File: src/rtl/sag_pkg.sv
// Shared width constant and reference model for the
// 8-bit sheep-and-goats permutation.
package sag_pkg;

    localparam int SAG_W = 8;

    typedef logic [SAG_W-1:0] word_t;

    // Sequential model: sheep fill upward from bit 0,
    // goats fill downward from bit 7 (so goats end up reversed).
    function automatic word_t sag_ref(input word_t di, input word_t ci);
        word_t r;
        int    j;
        int    k;
        r = '0;
        j = 0;
        k = SAG_W - 1;
        for (int i = 0; i < SAG_W; i++) begin
            if (ci[i]) begin
                r[j] = di[i];
                j++;
            end else begin
                r[k] = di[i];
                k--;
            end
        end
        return r;
    endfunction

endpackage

File: src/rtl/sag8_if.sv
// Operand/result bundle for the sheep-and-goats unit.
// master drives operands, slave produces the result.
interface sag8_if;
    import sag_pkg::*;

    logic  in_valid;
    word_t di;
    word_t ci;
    logic  out_valid;
    word_t dout;

    modport master (
        output in_valid, di, ci,
        input  out_valid, dout
    );

    modport slave (
        input  in_valid, di, ci,
        output out_valid, dout
    );

endinterface

File: src/rtl/sag_prefix_cnt.sv
// Prefix popcounts of the control word: s[i] counts the
// sheep strictly below bit i. Bit 7 of ci never matters.
module sag_prefix_cnt
    import sag_pkg::*;
(
    input  logic [SAG_W-2:0]      ci_i,
    output logic [SAG_W-1:0][2:0] s_o
);

    // Running sum of sheep below each bit position.
    always_comb begin
        s_o    = '0;
        s_o[0] = 3'd0;
        for (int i = 0; i < SAG_W - 1; i++) begin
            s_o[i+1] = s_o[i] + {2'b00, ci_i[i]};
        end
    end

endmodule

File: src/rtl/sag8.sv
// 8-bit sheep-and-goats permutation with a single
// registered output stage (latency 1, one op per cycle).
module sag8
    import sag_pkg::*;
(
    input  logic  clk,
    input  logic  rst,
    sag8_if.slave bus
);

    logic [SAG_W-1:0][2:0]       s;
    logic [SAG_W-1:0][2:0]       dest;
    logic [SAG_W-1:0][SAG_W-1:0] sel;
    word_t                       dout_d;
    word_t                       dout_q;
    logic                        valid_q;

    sag_prefix_cnt u_cnt (
        .ci_i (bus.ci[SAG_W-2:0]),
        .s_o  (s)
    );

    // Destination of each input bit; the top bit lands on s[7]
    // whether it is a sheep or a goat, so ci[7] is not consulted.
    always_comb begin
        dest = '0;
        for (int i = 0; i < SAG_W - 1; i++) begin
            dest[i] = bus.ci[i] ? s[i]
                                : s[i] + 3'(SAG_W - 1 - i);
        end
        dest[SAG_W-1] = s[SAG_W-1];
    end

    // Scatter: each output bit ORs the inputs whose
    // destination selects it (exactly one per output).
    always_comb begin
        sel    = '0;
        dout_d = '0;
        for (int o = 0; o < SAG_W; o++) begin
            for (int i = 0; i < SAG_W; i++) begin
                sel[o][i] = (dest[i] == 3'(o));
            end
            dout_d[o] = |(sel[o] & bus.di);
        end
    end

    // Result register: capture on valid, hold data on bubbles.
    always_ff @(posedge clk) begin
        if (rst) begin
            valid_q <= 1'b0;
            dout_q  <= '0;
        end else begin
            valid_q <= bus.in_valid;
            if (bus.in_valid) begin
                dout_q <= dout_d;
            end
        end
    end

    assign bus.out_valid = valid_q;
    assign bus.dout      = dout_q;

endmodule

File: src/flat_wrapper.sv
// flat-port wrapper written by rule: the top's interface ports become plain ports
module sag8_flat import sag_pkg::*;
  (clk, rst, bus_in_valid, bus_di, bus_ci, bus_out_valid, bus_dout);
  sag8_if bus_i ();
  input  logic clk;
  input  logic rst;
  input wire logic [$bits(bus_i.in_valid)-1:0] bus_in_valid;
  input wire logic [$bits(bus_i.di)-1:0] bus_di;
  input wire logic [$bits(bus_i.ci)-1:0] bus_ci;
  output wire logic [$bits(bus_i.out_valid)-1:0] bus_out_valid;
  output wire logic [$bits(bus_i.dout)-1:0] bus_dout;
  assign bus_i.in_valid = bus_in_valid;
  assign bus_i.di = bus_di;
  assign bus_i.ci = bus_ci;
  assign bus_out_valid = bus_i.out_valid;
  assign bus_dout = bus_i.dout;
  sag8 u_core (.clk(clk), .rst(rst), .bus(bus_i));
endmodule
File: config.mk
export PLATFORM = sky130hd
export DESIGN_NAME = sag8_flat
export DESIGN_NICKNAME = d
export VERILOG_FILES = /design/src/rtl/sag_pkg.sv /design/src/rtl/sag8_if.sv /design/src/rtl/sag_prefix_cnt.sv /design/src/rtl/sag8.sv /design/src/flat_wrapper.sv
export SDC_FILE = /design/constraint.sdc
export NUM_CORES = 1
export LEC_CHECK = 0
export CAP_MARGIN = 20
export CORE_MARGIN = 2
export CORE_UTILIZATION = 34
export DETAILED_ROUTE_END_ITERATION = 7
export PLACE_DENSITY = 0.61
export SLEW_MARGIN = 20
export SYNTH_ARGS = -nofsm -noshare
export SYNTH_HDL_FRONTEND = slang
export SYNTH_SLANG_ARGS = --single-unit
File: constraint.sdc
create_clock -name clk -period 4.8 [get_ports clk]
set_input_delay 0.96 -clock clk [delete_from_list [all_inputs] [get_ports clk]]
set_output_delay 0.96 -clock clk [all_outputs]
set_load 0.02 [all_outputs]
### Yosys cells after proc, flatten, opt, wreduce, memory -nomap -nowiden

Index checks and enable logic that the tools add are counted.

* $add $sub $neg: 12
* equality and inequality tests: 56
* multiplexer cells: 7
* bitwise logic cells: 8
* reductions and logical operators: 16

Operator list (number)
* $eq 3x3->1 const B: 32
* $and 8x8->8: 8
* $reduce_or 8->1: 8
* $eq 3x2->1 const B: 16
* $eq 3x1->1 const B: 8
* $logic_not 3->1: 8
* $mux 3: 7
* $add 3x1->3: 4
* $add 3x2->3 const B: 2
* $add 2x1->3: 1
* $add 2x2->3 const B: 1
* $add 2x3->3 const B: 1
* $add 3x1->3 const B: 1
* $add 3x3->3 const B: 1
* $add 1x1->2: 1

* bits in registers: 9
* input bits: 19
* logic and storage cells: 101

### Longest topological paths before layout

* depth in word-level cells: 10
* depth in mapped cells: 13
* gate-level depth less buffers: 13

### Cells and area by module

A second synthesis with hierarchy kept.

* cells, all modules: 199
* area total of the unflattened synthesis: 1652.8 um2

Modules (own cells, without submodules)
* sag8: instances 1, cells each 170, area each 1370.1 um2, seq. area each 180.2 um2
* sag_prefix_cnt: instances 1, cells each 29, area each 282.8 um2, seq. area each 0.0 um2

### Worst setup path before layout

OpenSTA, ideal clock, no wires.

* kind: in2reg
* from: input port bus_ci[0]
* to: register u_core.dout_q[1] (netlist: u_core.bus.dout[1])
* library setup time: 0.129 ns
* arrival: 4.218 ns
* setup slack: 0.454 ns
* stages: 13
* buffers on the path: 0
* cells stage by stage: inv_1 fa_1 inv_1 ha_1 fa_1 ha_1 ha_1 ha_1 nor2b_1 xnor2_1 nor4_1 nor4_1 nor3_1

* longest elaborated chain between the ends: 10

RTL lines
* start, declared: line flat_wrapper.sv:9 `input wire logic [$bits(bus_i.ci)-1:0] bus_ci;`
* $add 1x1->2: line sag_prefix_cnt.sv:15 `s_o[i+1] = s_o[i] + {2'b00, ci_i[i]};`
* $add 2x1->3: line sag_prefix_cnt.sv:15
* $add 3x1->3 (3 in series): line sag_prefix_cnt.sv:15
* $add 3x1->3: line sag8.sv:29 `: s[i] + 3'(SAG_W - 1 - i);`
* $mux 3: line sag8.sv:28 `dest[i] = bus.ci[i] ? s[i]`
* $eq 3x1->1: line sag8.sv:41 `sel[o][i] = (dest[i] == 3'(o));`
* $and 8x8->8 (*): line sag8.sv:43 `dout_d[o] = |(sel[o] & bus.di);`
* $reduce_or 8->1 (*): line sag8.sv:43
* end signal, assigned: line sag8.sv:55 `dout_q <= dout_d;`
* end, declared: line sag8.sv:15 `word_t dout_q;`

Mark *: on every way between the ends. The rest lies on a longest branch, timed or not.
A chain may end at the register's enable or synchronous reset.

### Worst setup path in the final report

Ends and elaborated chain as after synthesis.

==> reports/summary.txt <==
Status: complete, no violations
Layout cell share with drive strength beyond 1: 9.346%
Worst hold path class: reg -> reg
Slowest stage delay, CP: 550 ps
Sequential Power Share: 14.9%
Worst Hold Path Cells: 2
YS warnings: 0
Reg2reg path depth: 2
GRT Total Usage: 17.95%
Mean Syn Cell Area: 7.903 sq um
Max-slew violations: 0
Post-synth ARST share: 0%
Worst reg2reg startpoint: u_core.bus.dout[6]
Reg2reg end: u_core.bus.dout[6]
Yosys reg bits: 9
Final worst path period need: 4521 ps
Ports: 28
Antenna violation net count after detailed routing: 0
Leakage: 0.7327 nW
TritonCTS Buffers: 3
Nets: 252
Diodes inserted: 0
Die area: 4643 sq um
Placed Cells: 260
Worst Path Required: 4910 ps
Hold Path Sink: u_core.bus.dout[2]
Psw: 271.5 uW
Mapped cell area: 1399 sq um
Synth Instances: 177
Fin. Hold Viols: 0
CTS root buffer: clkbuf_8
Int Power: 331.1 uW
Final Util: 46.31%
CTS tree: done
Worst path slowest cell: fa_1
Vias in the first global route: 1281
Setup WS pre-CTS: -16.79 ps
Critical Path, Cell by Cell: clkdlybuf4s50_1 > inv_1 > fa_1 > inv_1 > ha_1 > fa_1 > ha_1 > ha_1 > ha_1 > nor2b_1 > xnor2_1 > nor4_1 > nor4_2 > nor3_1
Post-synth EDFFs: 0
Switching part of the total: 45.06%
Initial Utilization: 35.22%
Clock Skews: 0 ps
Largest net degree at the start of global routing: 15
Area growth, synth to finish: 31.48%
Worst Tran Pin Value: 610.1 ps
Finished Layout Cells: 264
Ys flop type: dfxtp_1
Fmax: 221.2 MHz
CP Max Fanout: 4
Final period util: 94.18%
Top Layer Used: met4
WL final: 3833 um
H-Tree Level Count: 1
Residual DRC count: 0
Peak supply drop: 0.00009576 V
# hold bufs at CTS: 0
Hold path start: u_core.bus.dout[2]
Count of unique library cells instantiated by Yosys: 49
CP most frequent cell: ha_1
Gpl congestion: 0.9025
DRT iter0 DRCs: 62
R2R Setup Slk: 4090 ps
Most common cell after layout, fill and taps aside: clkdlybuf4s50_1
Crit path DAT: 4630 ps
Max capacitance violation total: 0
Crit path kind: in -> reg
Sequential area share after synthesis: 12.88%
IO Port Bufs: 26
Antenna violations before repair: 0
First-pass GRT wire length: 6154 um
Setup Viol. Count Final: 0
Vias after detailed routing: 1428
Congestion Overflow GR: 0
WL/cell: 14.52 um
Critical Path Source Type: input port
Via density: 5.409
Largest area contributor in the netlist: ha_1
Comb pwr share: 70.2%
Pwr dens: 327.7 nW/um^2
Worst-path clk slew: 40 ps
Clk_lat worst skew: 240 ps
Met1 WL: 1881 um
Die W: 68.14 um
Synth area leaders: ha_1 13%, dfxtp_1 13%, a211oi_1 5.9%
Core Rows: 23
Number of clock sinks: 9
Clock power share: 14.8%
Core Footprint: 3971 sq um
CP endpoint kind: flip-flop
Clock Tree Buf Depth: 2
RSZ-0062 raised after global routing: no
Met3 WL: 127 um
Syn nets: 214
Worst setup margin: 279.2 ps
Commonest non-fill, non-tap cells in the layout: 26 x clkdlybuf4s50_1, 18 x nor2_1, 15 x ha_1
TNS Setup: 0 ps
Slew headroom: 59.19%
Hpwl dp: 3097 um
First-pass DRT Iterations: 4
DIE HEIGHT: 68.14 um
Share of the synthesized area in the top cell type: 13.42%
DR WL met2: 1771 um
==> power by group through the flow <==
stage / registers [mW] / logic, mW / clock network [mW]
5_1_grt: 0.0911 / 0.464 / 0.0966
6_report: 0.0901 / 0.423 / 0.0894
4_1_cts: 0.0902 / 0.419 / 0.0913
3_3_place_gp: 0.0912 / 0.412 / 0
2_1_floorplan: 0.104 / 0.269 / 0
3_5_place_dp: 0.0915 / 0.416 / 0
==> Yosys cell counts, types with 3 or more instances <==
cell / n
a211oi_1: 11
a21oi_1: 6
a221o_1: 3
a31oi_1: 4
clkbuf_1: 4
dfxtp_1: 9
fa_1: 3
ha_1: 15
inv_1: 10
nand2_1: 9
nand2b_1: 6
nand3_1: 3
nor2_1: 18
nor2b_1: 6
nor3_1: 12
nor4_1: 3
xnor2_1: 6
xor2_1: 5
==> worst max-delay path by stage <==
stage | start | endpoint | cells after the start
floorplan | bus_ci[0] | u_core.bus.dout[1] | 13
global placement | bus_ci[0] | u_core.bus.dout[1] | 14
detailed placement | bus_ci[0] | u_core.bus.dout[1] | 14
CTS | bus_ci[0] | u_core.bus.dout[1] | 14
global route | bus_ci[0] | u_core.bus.dout[1] | 14
finish | bus_ci[0] | u_core.bus.dout[1] | 14
==> final cells by class <==
type,instances,area (sq um)
multi-input cells,152,1156
clock buffers,4,45.04
repair buffers,39,357.8
inverters,10,37.54
flip-flops and latches,9,180.2
fillers,417,2132
well taps,50,62.56
==> what timing repair did <==
action | in CTS | in global routing
setup buffers | 0 | 0
gates resized for setup | 0 | 1
endpoints found under the setup margin | 0 | 1
==> layer usage <==
metal  track usage, %  vias to the layer above
li1                 -                      749
met1            23.08                      646
met2            30.46                       27
met3            2.796                        6
met4            6.000                        0
met5                0                        -
==> state kept, by name (all words and copies together) (netlist names) <==
name	count
u_core.bus.dout	8
u_core.bus.out_valid	1
==> cell families (layout without fill, tap and decap cells) <==
| logic type | Yosys count | in the layout | share of synthesized area (%) |
|---|---|---|---|
| compound gates | 49 | 49 | 26.39 |
| xor+xnor | 13 | 13 | 10.29 |
| fa+ha+maj | 18 | 18 | 17.71 |
| buf+inv | 16 | 53 | 4.919 |
| flops | 9 | 9 | 12.88 |
| mux | 3 | 3 | 2.236 |
| simple gates | 69 | 69 | 25.58 |
==> worst max-delay path: cells and delay by family <==
| family | cells | cell delay, ps |
|---|---|---|
| simple gates | 4 | 610 |
| buf+inv | 3 | 610 |
| fa+ha+maj | 6 | 2140 |
| xor+xnor | 1 | 290 |
==> per-stage QoR <==
stage	instance area [sq um]	hold WS (ps)	total power, mW
global route	1839	512.6	0.6519
finish	1839	481.9	0.6027
global placement	1788	480.3	0.5032
CTS	1833	485.7	0.6002
detailed placement	1788	480.3	0.5076
floorplan	1399	555.6	0.3732
(Power assumes the default switching activity.)
